`src/rtl/dadda_mac_if.sv`:
```
// Stream bundle between the Dadda multiplier and the MAC accumulator:
// product input handshake, frame abort, and result output handshake.
interface dadda_mac_if #(
  parameter int ACC_W = 10
);
  logic [7:0]       prod_in;
  logic             in_valid;
  logic             in_ready;
  logic             clear;
  logic [ACC_W-1:0] acc_out;
  logic             out_valid;
  logic             out_ready;
  logic             ovf;
  logic [7:0]       term_cnt;

  // Producer/consumer side: drives products, abort and result acceptance.
  modport master (
    output prod_in, in_valid, clear, out_ready,
    input  in_ready, acc_out, out_valid, ovf, term_cnt
  );

  // Accumulator side.
  modport slave (
    input  prod_in, in_valid, clear, out_ready,
    output in_ready, acc_out, out_valid, ovf, term_cnt
  );
endinterface

```
`src/rtl/dadda_mac_accumulator.sv`:
```
// Registered MAC stage behind the 4-bit Dadda multiplier: sums N_TERMS
// unsigned 8-bit products per frame and hands the sum out on valid/ready.
module dadda_mac_accumulator #(
  parameter int N_TERMS = 4,
  parameter int ACC_W   = 10
) (
  input logic            clk,
  input logic            rst_n,
  dadda_mac_if.slave     bus
);

  typedef enum logic {
    ACCUM = 1'b0,
    DONE  = 1'b1
  } state_t;

  localparam logic [7:0] LAST_TERM = 8'(N_TERMS - 1);

  state_t           state_q, state_d;
  logic [ACC_W-1:0] acc_q, acc_d;
  logic             frame_ovf_q, frame_ovf_d;
  logic [7:0]       term_cnt_q, term_cnt_d;
  logic [ACC_W-1:0] acc_out_q, acc_out_d;
  logic             ovf_q, ovf_d;
  logic             out_valid_q, out_valid_d;

  logic             first_term;
  logic             last_term;
  logic [ACC_W:0]   sum;
  logic             sum_ovf;

  // The first product of a frame loads rather than adds, so a stale acc
  // can never leak into a new frame.
  assign first_term = (term_cnt_q == 8'd0);
  assign last_term  = (term_cnt_q == LAST_TERM);
  assign sum        = (first_term ? '0 : {1'b0, acc_q}) + (ACC_W + 1)'(bus.prod_in);
  assign sum_ovf    = (first_term ? 1'b0 : frame_ovf_q) | sum[ACC_W];

  // NOTE: every variable gets its hold value first so no path through the
  // block leaves it unassigned, which would infer a latch.
  always_comb begin
    state_d     = state_q;
    acc_d       = acc_q;
    frame_ovf_d = frame_ovf_q;
    term_cnt_d  = term_cnt_q;
    acc_out_d   = acc_out_q;
    ovf_d       = ovf_q;
    out_valid_d = out_valid_q;

    unique case (state_q)
      ACCUM: begin
        if (bus.in_valid) begin
          acc_d       = sum[ACC_W-1:0];
          frame_ovf_d = sum_ovf;
          if (last_term) begin
            acc_out_d   = sum[ACC_W-1:0];
            ovf_d       = sum_ovf;
            out_valid_d = 1'b1;
            term_cnt_d  = 8'd0;
            state_d     = DONE;
          end else begin
            term_cnt_d  = term_cnt_q + 8'd1;
          end
        end
      end
      DONE: begin
        // Output accept only reopens the input next cycle; no bypass.
        if (bus.out_ready) begin
          out_valid_d = 1'b0;
          acc_d       = '0;
          frame_ovf_d = 1'b0;
          state_d     = ACCUM;
        end
      end
      default: state_d = ACCUM;
    endcase

    // Abort wins over any transfer in flight, including a pending result.
    if (bus.clear) begin
      state_d     = ACCUM;
      acc_d       = '0;
      frame_ovf_d = 1'b0;
      term_cnt_d  = 8'd0;
      ovf_d       = 1'b0;
      out_valid_d = 1'b0;
    end
  end

  // NOTE: state uses non-blocking assignments so every register samples
  // the pre-edge values regardless of statement order.
  always_ff @(posedge clk or negedge rst_n) begin
    if (!rst_n) begin
      state_q     <= ACCUM;
      acc_q       <= '0;
      frame_ovf_q <= 1'b0;
      term_cnt_q  <= 8'd0;
      acc_out_q   <= '0;
      ovf_q       <= 1'b0;
      out_valid_q <= 1'b0;
    end else begin
      state_q     <= state_d;
      acc_q       <= acc_d;
      frame_ovf_q <= frame_ovf_d;
      term_cnt_q  <= term_cnt_d;
      acc_out_q   <= acc_out_d;
      ovf_q       <= ovf_d;
      out_valid_q <= out_valid_d;
    end
  end

  assign bus.in_ready  = (state_q == ACCUM);
  assign bus.acc_out   = acc_out_q;
  assign bus.ovf       = ovf_q;
  assign bus.out_valid = out_valid_q;
  assign bus.term_cnt  = term_cnt_q;

endmodule

```
`src/flat_wrapper.sv`:
```
// flat-port wrapper written by rule: the top's interface ports become plain ports
module dadda_mac_accumulator_flat 
#(
  parameter int N_TERMS = 4,
  parameter int ACC_W   = 10
)
  (clk, rst_n, bus_prod_in, bus_in_valid, bus_clear, bus_out_ready, bus_in_ready, bus_acc_out, bus_out_valid, bus_ovf, bus_term_cnt);
  dadda_mac_if #(.ACC_W(ACC_W)) bus_i ();
  input logic clk;
  input logic rst_n;
  input wire logic [$bits(bus_i.prod_in)-1:0] bus_prod_in;
  input wire logic [$bits(bus_i.in_valid)-1:0] bus_in_valid;
  input wire logic [$bits(bus_i.clear)-1:0] bus_clear;
  input wire logic [$bits(bus_i.out_ready)-1:0] bus_out_ready;
  output wire logic [$bits(bus_i.in_ready)-1:0] bus_in_ready;
  output wire logic [$bits(bus_i.acc_out)-1:0] bus_acc_out;
  output wire logic [$bits(bus_i.out_valid)-1:0] bus_out_valid;
  output wire logic [$bits(bus_i.ovf)-1:0] bus_ovf;
  output wire logic [$bits(bus_i.term_cnt)-1:0] bus_term_cnt;
  assign bus_i.prod_in = bus_prod_in;
  assign bus_i.in_valid = bus_in_valid;
  assign bus_i.clear = bus_clear;
  assign bus_i.out_ready = bus_out_ready;
  assign bus_in_ready = bus_i.in_ready;
  assign bus_acc_out = bus_i.acc_out;
  assign bus_out_valid = bus_i.out_valid;
  assign bus_ovf = bus_i.ovf;
  assign bus_term_cnt = bus_i.term_cnt;
  dadda_mac_accumulator #(.N_TERMS(N_TERMS), .ACC_W(ACC_W)) u_core (.clk(clk), .rst_n(rst_n), .bus(bus_i));
endmodule
```
`config.mk`:
```
export PLATFORM = sky130hd
export DESIGN_NAME = dadda_mac_accumulator_flat
export DESIGN_NICKNAME = d
export VERILOG_FILES = /design/src/rtl/dadda_mac_if.sv /design/src/rtl/dadda_mac_accumulator.sv /design/src/flat_wrapper.sv
export SDC_FILE = /design/constraint.sdc
export NUM_CORES = 1
export LEC_CHECK = 0
export CAP_MARGIN = 5
export CORE_ASPECT_RATIO = 1.5
export CORE_MARGIN = 4
export CORE_UTILIZATION = 39
export CTS_BUF_LIST = sky130_fd_sc_hd__clkbuf_4
export DETAILED_ROUTE_END_ITERATION = 8
export GPL_TIMING_DRIVEN = 0
export SYNTH_ARGS = -nofsm -noshare
export SYNTH_HDL_FRONTEND = slang
export SYNTH_SLANG_ARGS = --single-unit
```
`constraint.sdc`:
```
create_clock -name clk -period 8.45 [get_ports clk]
set_input_delay 1.69 -clock clk [delete_from_list [all_inputs] [get_ports clk]]
set_output_delay 1.69 -clock clk [all_outputs]
set_load 0.01 [all_outputs]
```
==> results.yml <==
run_status:
  status: "finished, final reports clean"
placed_design:
  dp_hpwl_mm: 3.22
  placed_cells: 296
  post_dp_cell_area_um2: 2270
  routabilityCongestion: 0.779
  pre_cts_ws_ns: 4.47
  port_buffers: 33
global_route:
  grtUsageTotal_pct: 15.8
  antenna_found_initial: 0
  grt_overflow_total: 0
  grt_max_degree: 33
  grt_pass1_vias: 1567
  grt_pass1_wl_mm: 7.28
route:
  drtIter0Drc: 56
  wl_per_cell_um: 13.9
  first_pass_iters: 4
  drc: 0
  routed_via_density: 5.11
  vias: 1554
  routed_wl_mm: 4.22
  ant_nets: 0
power:
  ir_worst_vdd_v: 0.0000969
  p_leak_nw: 1.04
  power.total_mw: 0.352
  pwr_density_cell_nw_per_um2: 151
synthesis:
  synth.cells.most_frequent: "nand2_1 (34), dfrtp_1 (32), a21oi_1 (13), nor2_1 (11)"
  ys_async_sr_fraction_pct: 100
  yosysMostFrequentCell: "nand2_1"
  synth_top_area_share_pct: 43.0
  ys_warn_count: 0
  synth_ff_type: "dfrtp_1"
  netlist_area_um2: 1860
  synth_edf_count: 0
  ys_seq_elements: 32
  post-synth-top-area-cell: "dfrtp_1"
  yosys.cell_types.count: 44
  synth.area.top_cells: "dfrtp_1 (43%), nand2_1 (6.9%), ha_1 (6.7%)"
  seq_area_frac_synth_pct: 43.0
  syn_nets: 223
  syn_avg_cell_area_um2: 9.35
  syn_inst: 199
clocking:
  clk_pin_slew_ns: 0.10
  cts_tree: "done"
  insertion_delay_ns: 0.33
  root_buffer: "clkbuf_4"
  h-tree-depth: 2
  ctsHoldBuffers: 0
  cts_setup_buffers: 0
  cts.repair.resized: 0
  clk_path_buf_depth: 2
  cts_buffers: 5
  cts.sinks: 32
cells_and_area:
  layout.nets: 263
  post-route-util_pct: 50.7
  final_cells: 304
  fillerInstances: 464
  areaGrowthSynthToFinish_pct: 24.8
  drive_above_1_share_pct: 7.08
  antennaDiodeCount: 0
  stdcell_area_um2: 2320
timing:
  tightest_slew_ns: 0.693
  finClkSkew_ns: 0.00853
  final-setup-viol-count: 0
  fin_crit_sh_pct: 42.6
  layout_setup_ws_ns: 4.85
  tns_ns: 0
  drv_slew: 0
  relSlewSlack_pct: 53.8
  post-route-min-period_ns: 3.60
  rsz0062_at_grt: "false"
  hold_violations: 0
  whs_ns: 0.476
  fmax_ghz: 0.278
critical_path:
  end_kind: "flip-flop"
  critPathRequiredTime_ns: 8.65
  critPathLaunchType: "input pin"
  crit_arrival_ns: 3.80
  path_class: "in -> reg"
  critPathMaxFanout: 4
flow_run:
  drv_cap: 0
die:
  rows: 30
  fp.dieH_um: 92.6
  pin_count: 34
  core_region_area_um2: 4580
  die_area_um2: 5960
  die_x_um: 64.4
  start_util_pct: 40.6
min_path:
  hp-class: "reg -> reg"
[path summary, 6_finish.rpt]
path                       slack [ns]  cells past startpoint                   start                     end
max                              4.85                      8          bus_prod_in[0]          u_core.bus.ovf
min reg2reg                      0.48                      2         u_core.acc_q[0]         u_core.acc_q[0]
min                              0.48                      2         u_core.acc_q[0]         u_core.acc_q[0]
max reg2reg                      4.92                     11  u_core.bus.term_cnt[4]          u_core.bus.ovf
min in group asynchronous        1.39                      1                   rst_n         u_core.acc_q[9]
max in group asynchronous        6.61                      1                   rst_n  u_core.bus.term_cnt[7]
[flip-flops by register name (all words and copies together) (netlist names)]
name                  flops
u_core.state_q            1
u_core.bus.out_valid      1
u_core.frame_ovf_q        1
u_core.bus.ovf            1
u_core.bus.acc_out       10
u_core.bus.term_cnt       8
u_core.acc_q             10
[layout make-up]
type / instances / area (um^2) / share of cell area, %
plain buffers: 7 / 30.0 / 1.29
clock buffers: 7 / 52.6 / 2.26
clock inverters: 1 / 3.75 / 0.162
inverters: 4 / 15.0 / 0.647
multi-input cells: 156 / 1010 / 43.7
flip-flops and latches: 32 / 801 / 34.5
well taps: 64 / 80.1 / 3.45
repair buffers: 33 / 325 / 14.0
[power breakdown]
part | leakage (nW) | switching, mW | internal [mW]
sequential | 0.433 | 0.00872 | 0.168
combinational | 0.576 | 0.0410 | 0.0448
clock | 0.0338 | 0.0505 | 0.0384
[worst max-delay path: stages]
cell	delay, ns
clkdlybuf4s50_1	0.41
ha_1	0.24
fa_1	0.43
a211oi_1	0.32
o21ai_2	0.13
a41oi_2	0.30
or3b_1	0.20
a311oi_2	0.09
[placed cells by master (no fill, tap or decap), types with 2 or more instances in the layout]
master and count:
ha_1 10, mux2_2 2, a22o_1 4, nor2_1 11
buf_2 4, and3_1 2, xor2_1 5, nand2_1 34
nor3b_1 2, a21oi_1 13, a21o_1 5, a211oi_1 3
nand3_1 5, nand4_1 2, inv_1 4, clkbuf_4 7
nand2b_1 4, dfrtp_1 32, o21ai_0 8, nor3_1 7
xnor2_1 7, clkdlybuf4s50_1 32, and2_1 10, clkbuf_1 4
[cells by family (layout without fill, tap and decap cells)]
| logic type | Yosys count | count (layout) | synth area share [%] |
|---|---|---|---|
| xor gates and xnor gates | 12 | 12 | 5.65 |
| adders and majority gates | 11 | 11 | 7.80 |
| buffers and inverters | 11 | 52 | 2.42 |
| muxes | 2 | 2 | 1.21 |
| DFF | 32 | 32 | 43.0 |
| AOI/OAI and AO/OA | 45 | 45 | 17.0 |
| and+or+nand+nor | 86 | 86 | 22.9 |
[routing by layer]
metal  global-route usage, %  share of wire [%]  up-vias
met3                    3.52                3.4        6
met4                    7.76                1.9        0
met1                    17.6                 42      729
li1                        -                  -      790
met2                    27.8                 52       29
met5                       0                  0        -
No activity file was read; power rests on OpenSTA's default activity.
